$ cat config.mk
export PLATFORM = sky130hd
export DESIGN_NAME = ad_bus_target_flat
export DESIGN_NICKNAME = d
export VERILOG_FILES = /design/src/rtl/ad_bus_target_if.sv /design/src/rtl/ad_bus_target.sv /design/src/flat_wrapper.sv
export SDC_FILE = /design/constraint.sdc
export NUM_CORES = 1
export LEC_CHECK = 0
export BUFFER_PORTS_ARGS = -buffer_cell sky130_fd_sc_hd__buf_2
export CELL_PAD_IN_SITES_DETAIL_PLACEMENT = 2
export CELL_PAD_IN_SITES_GLOBAL_PLACEMENT = 2
export CORE_ASPECT_RATIO = 0.6
export CORE_MARGIN = 2
export CORE_UTILIZATION = 45
export DETAILED_ROUTE_END_ITERATION = 7
export PLACE_DENSITY_LB_ADDON = 0.1
export RECOVER_POWER = 50
export SYNTH_ARGS = -nofsm -noshare
export SYNTH_HDL_FRONTEND = slang
export SYNTH_SLANG_ARGS = --single-unit
$ cat constraint.sdc
create_clock -name clk -period 6 [get_ports clk]
set_input_delay 0.3 -clock clk [delete_from_list [all_inputs] [get_ports clk]]
set_output_delay 0.3 -clock clk [all_outputs]
set_load 0.005 [all_outputs]
$ cat src/rtl/ad_bus_target_if.sv
// Multiplexed address/data bus between an initiator (master) and the
// ad_bus_target register block (slave).
interface ad_bus_target_if;
  logic        frame;
  logic        read;
  logic [31:0] ad_in;
  logic [31:0] ad_out;
  logic        ad_oe;
  logic        ready;

  modport master (
    output frame, read, ad_in,
    input  ad_out, ad_oe, ready
  );

  modport slave (
    input  frame, read, ad_in,
    output ad_out, ad_oe, ready
  );
endinterface

$ cat src/rtl/ad_bus_target.sv
// Eight 16-bit registers decoded on a multiplexed address/data bus, with
// turnaround before read data and wrapping bursts.
// Optional parity checking/generation: define AD_BUS_TARGET_PARITY_EN.
module ad_bus_target #(
  parameter logic [31:0] BASE_ADDR = 32'h0000_1000
) (
  input  logic              clk,
  input  logic              reset,
  ad_bus_target_if.slave    bus,
  output logic [15:0]       reg0
`ifdef AD_BUS_TARGET_PARITY_EN
  ,
  input  logic              par_in,
  output logic              par_out,
  output logic              perr
`endif
);

  typedef enum logic [2:0] {IDLE, TURN, RDATA, WDATA, IGNORE} state_t;

  state_t      state, state_nxt;
  logic [2:0]  idx, idx_nxt;
  logic        cmd, cmd_nxt;
  logic        hit;
  logic        beat_ok;
  logic        wr_en;
  logic [15:0] regs [8];
  logic        unused_bits;

  assign hit         = (bus.ad_in[31:5] == BASE_ADDR[31:5]);
  assign unused_bits = ^bus.ad_in[1:0];
  assign reg0        = regs[0];

`ifdef AD_BUS_TARGET_PARITY_EN
  // Even parity across ad_in and par_in; a bad beat is dropped but still consumes its slot.
  assign beat_ok = ~(^bus.ad_in ^ par_in);
  assign par_out = (state == RDATA) ? ^bus.ad_out : 1'b0;

  always_ff @(posedge clk or posedge reset) begin
    if (reset) perr <= 1'b0;
    else       perr <= (state == WDATA) && !beat_ok;
  end
`else
  assign beat_ok = 1'b1;
`endif

  // NOTE: state registers use non-blocking assignments so every flop samples
  // pre-edge values regardless of process evaluation order.
  always_ff @(posedge clk or posedge reset) begin
    if (reset) begin
      state <= IDLE;
      idx   <= 3'd0;
      cmd   <= 1'b0;
    end else begin
      state <= state_nxt;
      idx   <= idx_nxt;
      cmd   <= cmd_nxt;
    end
  end

  // NOTE: this register file has an asynchronous clear, so it must be built
  // from flops; a RAM macro could not honour the reset.
  always_ff @(posedge clk or posedge reset) begin
    if (reset) begin
      for (int i = 0; i < 8; i++) regs[i] <= 16'h0000;
    end else if (wr_en) begin
      regs[idx] <= bus.ad_in[15:0];
    end
  end

  // NOTE: every output of this block gets a default first, so no path through
  // the case statement can leave a value held (no latches).
  always_comb begin
    state_nxt  = state;
    idx_nxt    = idx;
    cmd_nxt    = cmd;
    wr_en      = 1'b0;
    bus.ad_oe  = 1'b0;
    bus.ready  = 1'b0;
    bus.ad_out = 32'h0000_0000;
    case (state)
      IDLE: begin
        if (bus.frame) begin
          idx_nxt = bus.ad_in[4:2];
          cmd_nxt = bus.read;
          if (!hit)          state_nxt = IGNORE;
          else if (bus.read) state_nxt = TURN;
          else               state_nxt = WDATA;
        end
      end
      TURN: begin
        state_nxt = bus.frame ? RDATA : IDLE;
      end
      RDATA: begin
        bus.ad_oe  = cmd;
        bus.ready  = 1'b1;
        bus.ad_out = {16'h0000, regs[idx]};
        idx_nxt    = idx + 3'd1;
        if (!bus.frame) state_nxt = IDLE;
      end
      WDATA: begin
        bus.ready = 1'b1;
        wr_en     = beat_ok;
        idx_nxt   = idx + 3'd1;
        if (!bus.frame) state_nxt = IDLE;
      end
      IGNORE: begin
        if (!bus.frame) state_nxt = IDLE;
      end
      default: state_nxt = IDLE;
    endcase
  end

endmodule
$ cat src/flat_wrapper.sv
// flat-port wrapper written by rule: the top's interface ports become plain ports
module ad_bus_target_flat 
#(
  parameter logic [31:0] BASE_ADDR = 32'h0000_1000
)
  (clk, reset, reg0, bus_frame, bus_read, bus_ad_in, bus_ad_out, bus_ad_oe, bus_ready);
  ad_bus_target_if bus_i ();
  input  logic clk;
  input  logic reset;
  output logic [15:0] reg0;
  input wire logic [$bits(bus_i.frame)-1:0] bus_frame;
  input wire logic [$bits(bus_i.read)-1:0] bus_read;
  input wire logic [$bits(bus_i.ad_in)-1:0] bus_ad_in;
  output wire logic [$bits(bus_i.ad_out)-1:0] bus_ad_out;
  output wire logic [$bits(bus_i.ad_oe)-1:0] bus_ad_oe;
  output wire logic [$bits(bus_i.ready)-1:0] bus_ready;
  assign bus_i.frame = bus_frame;
  assign bus_i.read = bus_read;
  assign bus_i.ad_in = bus_ad_in;
  assign bus_ad_out = bus_i.ad_out;
  assign bus_ad_oe = bus_i.ad_oe;
  assign bus_ready = bus_i.ready;
  ad_bus_target #(.BASE_ADDR(BASE_ADDR)) u_core (.clk(clk), .reset(reset), .bus(bus_i), .reg0(reg0));
endmodule
==> results.tsv, run 1 <==
metric	value	unit
status	finished, violations left	
failing checks	max-capacitance violations, max-slew violations	
share of the synthesized area in the top cell type	51.30	%
drt total wl	16600	µm
IO Count	86	
worst setup path end	u_core.idx[0]	
share of layout cells above drive strength 1	55.46	%
synthesis-to-layout area growth	12.52	%
Nets	509	
most common cell after layout, fill and taps aside	dfrtp_1	
Layout Skew	0.01063	ns
GR Util All Layers	22.94	%
number of global-route vias before repair	4451	
Reg2Reg Launch Point	u_core.idx[2]	
Pleak	3.386	nW
Ant. Diodes	0	
unrepaired setup endpoints after global routing	no	
depth of the most critical reg-to-reg path	3	
hpwl dp	10560	µm
Bufs and invs on worst path	2	
Yosys warning total	0	
WP depth	2	
worst slew pin tran	3.968	ns
crit path max-delay cell type	clkinvlp_2	
Mean Syn Cell Area	15.72	µm²
TritonCTS clock tree	yes	
Detail Route met2 WL	8001	µm
worst skew pair latency	0.41	ns
Unique masters post-synth	41	
minimum clock period	3.034	ns
Worst Path Required	5.60	ns
Sw Ratio	25.20	%
Switch Pwr	0.5432	mW
CTS Hold Bufs	0	
final worst path period share	50.56	%
total iterations of the first detailed-routing run	5	
Fin. Hold Viols	0	
width of the die	160.2	µm
Peak Freq	329.6	MHz
top post-synthesis cells by area	dfrtp_1, mux2_2, mux4_2	
Post-CTS Setup Bufs	0	
starting density of the core	45.80	%
Total Power	2.156	mW
CTS resizes	0	
Max Slew Vio Count	89	
pwr dens	290.9	nW/µm²
slew margin rel.	-166.0	%
commonest non-fill, non-tap cells in the layout	dfrtp_1, mux2_2, buf_2, mux4_2, clkbuf_16	
Worst Path Arrival	2.63	ns
final-report setup violation count	0	
Hold Path Class	input pin to register	
PortBufs	69	
Worst Setup SP	reset	
Post-synth EDFFs	0	
DRC violations left	0	
total of max-cap violations	1	
Syn Std Cell Area	6585	µm²
DRT antenna net count	0	
worst-path cell chain	buf_2 > clkinvlp_2	
Clk pwr share	46.5	%
Vias/cell	5.643	
kind of critical path	input pin to asynchronous set/reset pin	
maximum clock path buffer count	2	
routed vias	3854	
M1 wire length	7820	µm
Clock Tree Root	clkbuf_16	
initial antenna violation count	0	
Slowest Stage Delay on Critical Path	2.20	ns
#FFs+latches synth	135	
Int Power	1.613	mW
Final TNS setup	0	ns
sequential share of power	45.0	%
routed len/inst	24.31	µm
worst-case vdd ir drop	0.0001750	V
Clock transition at path regs	0.06	ns
Post-Syn Instances	419	
sequential share of the synthesized area	51.30	%
Worst path top cell family by delay	buffers and inverters	
Primary FF master, synth	dfrtp_1	
largest net degree at the start of global routing	89	
reg-to-reg slack, setup	3.04	ns
Post-synth ARST share	100.0	%
met3 wire length	648	µm
global-route wire length before repair	26850	µm
CTS Sinks	135	
gpl congestion	0.7158	
CTS buffer count	17	
Die Y	97.70	µm
DR top layer	met4	
area of the die	15650	µm²
kind of end point of the critical path	asynchronous set/reset pin	
type of origin of the critical path	input pin	
gr ovfl total	0	
post-synth top area cell	dfrtp_1	
critical path peak fanout	88	
1st-iter DRT viols	218	
CORE AREA	14380	µm²
FF-to-FF End	u_core.regs[45]	
H-Tree Depth	4	
FP Rows	34	
logic gate share of total power	8.5	%
## power by group through the flow
stage          registers [mW]  clock network (mW)  logic, mW
2_1_floorplan           0.968                   0      0.156
5_1_grt                 0.975                1.06      0.202
3_3_place_gp            0.984                   0      0.181
4_1_cts                 0.970                1.02      0.189
3_5_place_dp            0.986                   0      0.187
6_report                0.971                1.00      0.182
## final cells by class
cell class,count,area (µm²)
inverter,3,12.51
clock buffer,18,439.2
multi-input combinational,240,2830
timing repair buffer,75,374.1
tap,198,247.7
clock inverter,14,126.4
fill,1380,6969
sequential,135,3379
## worst min path at each step
stage	endpoint	cells past startpoint	start	slack, ns
global placement	u_core.regs[105]	1	u_core.regs[105]	0.47
floorplan	u_core.regs[105]	1	bus_ad_in[9]	0.43
global route	u_core.cmd	2	bus_read	0.14
detailed placement	u_core.regs[18]	1	u_core.regs[18]	0.49
finish	u_core.cmd	2	bus_read	0.15
CTS	u_core.cmd	2	bus_read	0.13
## cells in the mapped netlist (2+ instances only)
library cell / number
buf_4: 38
mux2_4: 10
nand2b_1: 2
o22ai_1: 3
buf_2: 8
nor4b_1: 3
nand2_1: 3
o22a_1: 2
mux2_2: 116
inv_2: 2
nor2_1: 3
nor4_2: 2
a22o_1: 16
nand3_1: 2
nor4_1: 6
buf_6: 8
nand4_1: 3
mux2_1: 3
mux4_2: 32
a21oi_1: 2
dfrtp_1: 135
## metrics by stage
stage	util [%]	instance area (µm²)	setup slack [ns]	hold WS (ns)	cells
CTS	51.65	7427	3.031	0.1348	683
floorplan	-	6641	2.089	0.4317	434
detailed placement	47.72	6862	3.040	0.4914	651
global placement	47.72	6862	2.999	0.4694	651
finish	51.53	7410	2.966	0.1498	683
global route	51.53	7410	2.333	0.1449	683
## logic make-up (layout without fill, tap and decap cells)
| logic type | count (synthesis) | in the layout | synth area share, % |
|---|---|---|---|
| buf+inv | 59 | 110 | 6.840 |
| flops | 135 | 135 | 51.30 |
| other cells | 1 | 16 | 0.05695 |
| fa+ha+maj | 1 | 1 | 0.1900 |
| mux | 161 | 161 | 33.57 |
| simple gates | 35 | 35 | 4.675 |
| compound gates | 27 | 27 | 3.363 |
## state kept, by name, summed over array words and instances (netlist names)
| signal | flops |
|---|---|
| u_core.regs | 112 |
| u_core.reg0 | 16 |
| u_core.idx | 3 |
| u_core.state | 3 |
| u_core.cmd | 1 |
## routing by layer
metal  global-route usage [%]  vias to the layer above
met4                    5.475                        0
met3                    4.481                       12
li1                         -                     1653
met2                    36.66                       92
met5                        0                        -
met1                    32.80                     2097
Note: power is estimated with default switching activity, not from simulation.
==> inputs of run 2 (changes only) <==
- CORE_UTILIZATION: 45 -> 42
- clock period: 6 -> 3 ns (I/O delays scaled with it)
==> run 2 against run 1 <==
Net effect:
- global-route usage down 0.21 points
- register-to-register slack worse by 2.2 ns
- non-clock buffer count up 12
- die area up 6.9%
- clock-buffer cell count up 1
- via count up 1.5%
- the flow still finishes with violations (max-capacitance violations, max-slew violations)
- utilization down 2.1 points
- critical path type is now register to primary output
- sequential share of layout area down 1.0 points
- highest routed layer unchanged
- sequential cell count unchanged
- clock power up 110%
==> results.tsv, run 2 (same netlist as run 1, synthesis figures left out) <==
metric	value	unit
worst hold path depth	4	
worst slew pin tran	1.889	ns
most common cell after layout, fill and taps aside	dfrtp_1	
worst-case vdd ir drop	0.0002574	V
kind of critical path	register to primary output	
Ant. Diodes	0	
routed vias	3913	
TritonCTS clock tree	yes	
minimum clock period	2.676	ns
CTS Sinks	135	
Clock transition at path regs	0.07	ns
Peak Freq	373.7	MHz
met3 GRT Util	5.340	%
synthesis-to-layout area growth	15.05	%
max FFs per register	112	
Max Slew Vio Count	136	
starting density of the core	42.96	%
GR Util All Layers	22.73	%
Hold Path End	u_core.state[0]	
worst skew pair latency	0.41	ns
FP Rows	35	
Final TNS setup	0	ns
largest net degree at the start of global routing	136	
width of the die	165.7	µm
Clk pwr share	47.3	%
total iterations of the first detailed-routing run	6	
Sw Ratio	26.07	%
Int Power	3.275	mW
Hold Slack	0.07580	ns
gr ovfl total	0	
number of global-route vias before repair	4370	
final worst path period share	89.21	%
IO Count	86	
sequential share of power	43.8	%
pwr dens	584.8	nW/µm²
reg-to-reg slack, setup	0.81	ns
final-report setup violation count	0	
slew margin rel.	-25.95	%
gpl congestion	0.7398	
status	finished, violations left	
Nets	521	
Worst Path Required	2.85	ns
CTS buffer count	17	
PortBufs	69	
H-Tree Depth	4	
Die Y	101.0	µm
Reg2Reg Launch Point	u_core.state[0]	
hold_sp	bus_ad_in[21]	
global-route wire length before repair	27960	µm
FF-to-FF End	u_core.regs[25]	
share of layout cells above drive strength 1	57.14	%
CTS resizes	0	
Clock Tree Root	clkbuf_16	
Switch Pwr	1.155	mW
type of origin of the critical path	register	
Largest Register	u_core.regs	
total of max-cap violations	1	
hpwl dp	11180	µm
GR Util met2	34.50	%
routed len/inst	25.31	µm
Hold Path Class	input pin to register	
DRC violations left	0	
kind of end point of the critical path	primary output	
DRT antenna net count	0	
area of the die	16730	µm²
Global Route met1 Usage	33.09	%
logic gate share of total power	8.9	%
commonest non-fill, non-tap cells in the layout	dfrtp_1, mux2_2, buf_2, mux4_2, clkbuf_16	
unrepaired setup endpoints after global routing	no	
grt peak-use layer	met2	
drt total wl	17720	µm
failing checks	max-capacitance violations, max-slew violations	
Fin. Hold Viols	0	
Pleak	3.487	nW
maximum clock path buffer count	2	
CORE AREA	15330	µm²
initial antenna violation count	0	
1st-iter DRT viols	229	
Vias/cell	5.590	
depth of the most critical reg-to-reg path	4	
Layout Skew	0.01167	ns
Worst Path Arrival	2.53	ns
critical path peak fanout	11	
run 2: cell types whose count changed in the layout (fill, tap and decap cells not counted), sizes merged:
cell / delta
buf: +15
clkbuf: -4
clkinv: -1
clkinvlp: -2
dlygate4sd3: +2
inv: +2
run 2: worst max path at each step:
stage,start,endpoint,slack (ns),depth (start not counted)
6_report,u_core.state[1],bus_ad_out[14],0.32,5
5_1_grt,u_core.state[1],bus_ad_out[14],0.23,5
4_1_cts,u_core.state[1],bus_ad_out[14],0.34,5
3_5_place_dp,u_core.state[1],bus_ad_out[14],0.82,5
3_3_place_gp,u_core.idx[2],u_core.regs[39],0.92,4
2_1_floorplan,reset,u_core.cmd,1.17,1
run 2: cell type report:
class	instances	area [µm²]
clock buffers	19	452.9
well taps	203	254.0
inverters	3	15.01
fillers	1425	7751
repair buffers	87	514.2
flip-flops and latches	135	3379
clock inverters	13	133.9
multi-input cells	240	2826
run 2: power by group through the flow:
stage	combinational [mW]	sequential, mW	clock (mW)
global placement	0.393	1.97	0
global route	0.431	1.95	2.21
detailed placement	0.399	1.97	0
floorplan	0.312	1.94	0
finish	0.396	1.94	2.09
CTS	0.407	1.94	2.13
run 2: metrics by stage:
stage,total power [mW],cells,utilization (%),setup slack (ns),area (µm²)
final,4.430,700,49.43,0.3238,7576
after global routing,4.593,700,49.43,0.2337,7576
after CTS,4.477,700,49.59,0.3440,7601
after detailed placement,2.369,666,45.63,0.8194,6994
after global placement,2.359,666,45.63,0.9236,6994
after floorplan,2.248,434,-,1.171,6645
run 2: per-layer routing:
layer  routed length (µm)  vias to the layer above  part of all wire (%)
met1                 8779                     2126                    50
li1                     -                     1669                     -
met3                  703                       13                   4.0
met4                  209                        0                   1.2
met5                    0                        -                     0
met2                 8023                      105                    45
run 2: critical path, cell delays in order (launching register included):
cell     delay [ns]
dfrtp_1        0.62
inv_2          0.17
nor4_4         0.67
buf_4          0.33
a22o_1         0.19
buf_2          0.13
run 2: what timing repair did:
item / in CTS / in global routing
buffers inserted: 0 / 0
hold endpoints to repair: 38 / 0
setup endpoints to repair: 0 / 0
hold buffers: 2 / 0
==> inputs of run 3 (changes only) <==
- REMOVE_ABC_BUFFERS: default -> 1
==> run 3 against run 2 <==
Net effect:
- the flow still finishes with violations (max-capacitance violations, max-slew violations)
- first-iteration DRC count down 31%
- sequential power about the same
- clock power grew 4%
- register-to-register slack is essentially flat
- highest routed layer unchanged
- setup slack got worse by 0.025 ns
- routed wire length is 5.1% lower
- clock skew increased by 0.0017 ns
- clock-buffer cell count stayed put
- worst hold slack lost 0.013 ns
- largest power group unchanged
- combinational power down 4%
- largest cell class unchanged
==> results.tsv, run 3 (same netlist as run 1, synthesis figures left out) <==
metric	value	unit
H-Tree Depth	4	
critical path peak fanout	27	
Storage cell area	3381	µm²
kind of end point of the critical path	primary output	
final-report setup violation count	0	
worst skew pair latency	0.41	ns
Nets	519	
starting density of the core	42.96	%
Largest Register	u_core.regs	
IO Count	86	
Layout Skew	0.01340	ns
DRT antenna net count	0	
max FFs per register	112	
TritonCTS clock tree	yes	
routed len/inst	24.09	µm
CTS Sinks	135	
Ant. Diodes	0	
PortBufs	69	
1st-iter DRT viols	157	
DRC violations left	0	
commonest non-fill, non-tap cells in the layout	dfrtp_1, mux2_2, buf_2, mux4_2, clkbuf_16	
Fillers	1454	
Vias/cell	5.483	
maximum clock path buffer count	2	
minimum clock period	2.701	ns
initial antenna violation count	0	
final worst path period share	90.04	%
Worst Path Arrival	2.55	ns
total iterations of the first detailed-routing run	4	
Pleak	3.486	nW
Hold Path Class	input pin to register	
total of max-cap violations	1	
pwr dens	593.5	nW/µm²
Clock transition at path regs	0.06	ns
Fin. Hold Viols	0	
Worst Path Required	2.85	ns
largest net degree at the start of global routing	59	
GR Util All Layers	21.54	%
slew margin rel.	-37.19	%
gr ovfl total	0	
Multi-input gate area	2830	µm²
width of the die	165.7	µm
kind of critical path	register to primary output	
PnR worst setup slack	0.2988	ns
Max Slew Vio Count	51	
most common cell after layout, fill and taps aside	dfrtp_1	
drt total wl	16820	µm
worst-case vdd ir drop	0.0003357	V
Final Non-Filler Cells	698	
status	finished, violations left	
Place WS	0.6711	ns
Peak Freq	370.2	MHz
synthesis-to-layout area growth	14.92	%
Clock Tree Root	clkbuf_16	
gpl congestion	0.7210	
global-route wire length before repair	26930	µm
CTS buffer count	17	
number of global-route vias before repair	4337	
worst slew pin tran	2.056	ns
dpl cells	664	
failing checks	max-capacitance violations, max-slew violations	
CTS resizes	0	
share of layout cells above drive strength 1	56.77	%
routed vias	3827	
CORE AREA	15330	µm²
area of the die	16730	µm²
Die Y	101.0	µm
type of origin of the critical path	register	
hpwl dp	10820	µm
unrepaired setup endpoints after global routing	no	
FP Rows	35	
[run 3: changes by cell type in the layout (fill, tap and decap cells not counted), sizes merged]
cell	previous run	this run
bufinv	1	3
clkinvlp	4	3
clkbuf	27	25
clkinv	4	3
[run 3: metrics by stage]
step                      util [%]  power [mW]  TNS, ns  cell area (µm²)  hold slack, ns
after floorplan                  -       2.202  -102.75             6202          0.2817
after global placement       45.37       2.331        0             6954          0.2974
after detailed placement     45.37       2.353        0             6954          0.3022
after CTS                    49.44       4.543        0             7577         0.05284
after global routing         49.37       4.672        0             7567         0.08062
final                        49.37       4.491        0             7567         0.06244
[run 3: final timing paths]
check                                start              end  slack (ns)  cells past startpoint
min                          bus_ad_in[21]  u_core.state[0]        0.06                      4
min in group asynchronous            reset   u_core.reg0[4]        0.95                      3
max in group asynchronous            reset    u_core.idx[0]        0.69                      3
max                          u_core.idx[0]   bus_ad_out[10]        0.30                      4
min reg2reg                u_core.regs[97]  u_core.regs[97]        0.49                      1
max reg2reg                  u_core.idx[1]  u_core.regs[72]        0.81                      4
[run 3: power by group]
group / switching [mW] / leakage, nW / internal [mW]
logic: 0.195 / 1.48 / 0.184
registers: 0.0581 / 1.72 / 1.88
clock network: 0.854 / 0.285 / 1.32
[run 3: layout make-up]
type                    instances  area share, %
multi-input cells             240          37.40
inverters                       3         0.1488
clock inverters                13          2.249
flip-flops and latches        135          44.68
well taps                     203          3.356
clock buffers                  19          5.721
repair buffers                 85          6.448
[run 3: critical path: stages (launching register included)]
cell and delay, ns:
dfrtp_2 0.59, buf_4 0.55, mux4_2 0.59, a22o_1 0.26
buf_2 0.13
[run 3: what timing repair did]
| item | 4_1_cts | 5_1_grt |
|---|---|---|
| endpoints found under the hold margin | 50 | 0 |
| hold buffers | 2 | 0 |
| buffers inserted | 0 | 0 |
[run 3: per-layer routing]
metal  share of wire, %  global-route usage [%]  up-vias
met5                  0                       0        -
met2                 47                   34.34       77
met4               0.56                   4.147        0
met1                 49                   30.56     2076
met3                3.3                   5.104        7
li1                   -                       -     1667
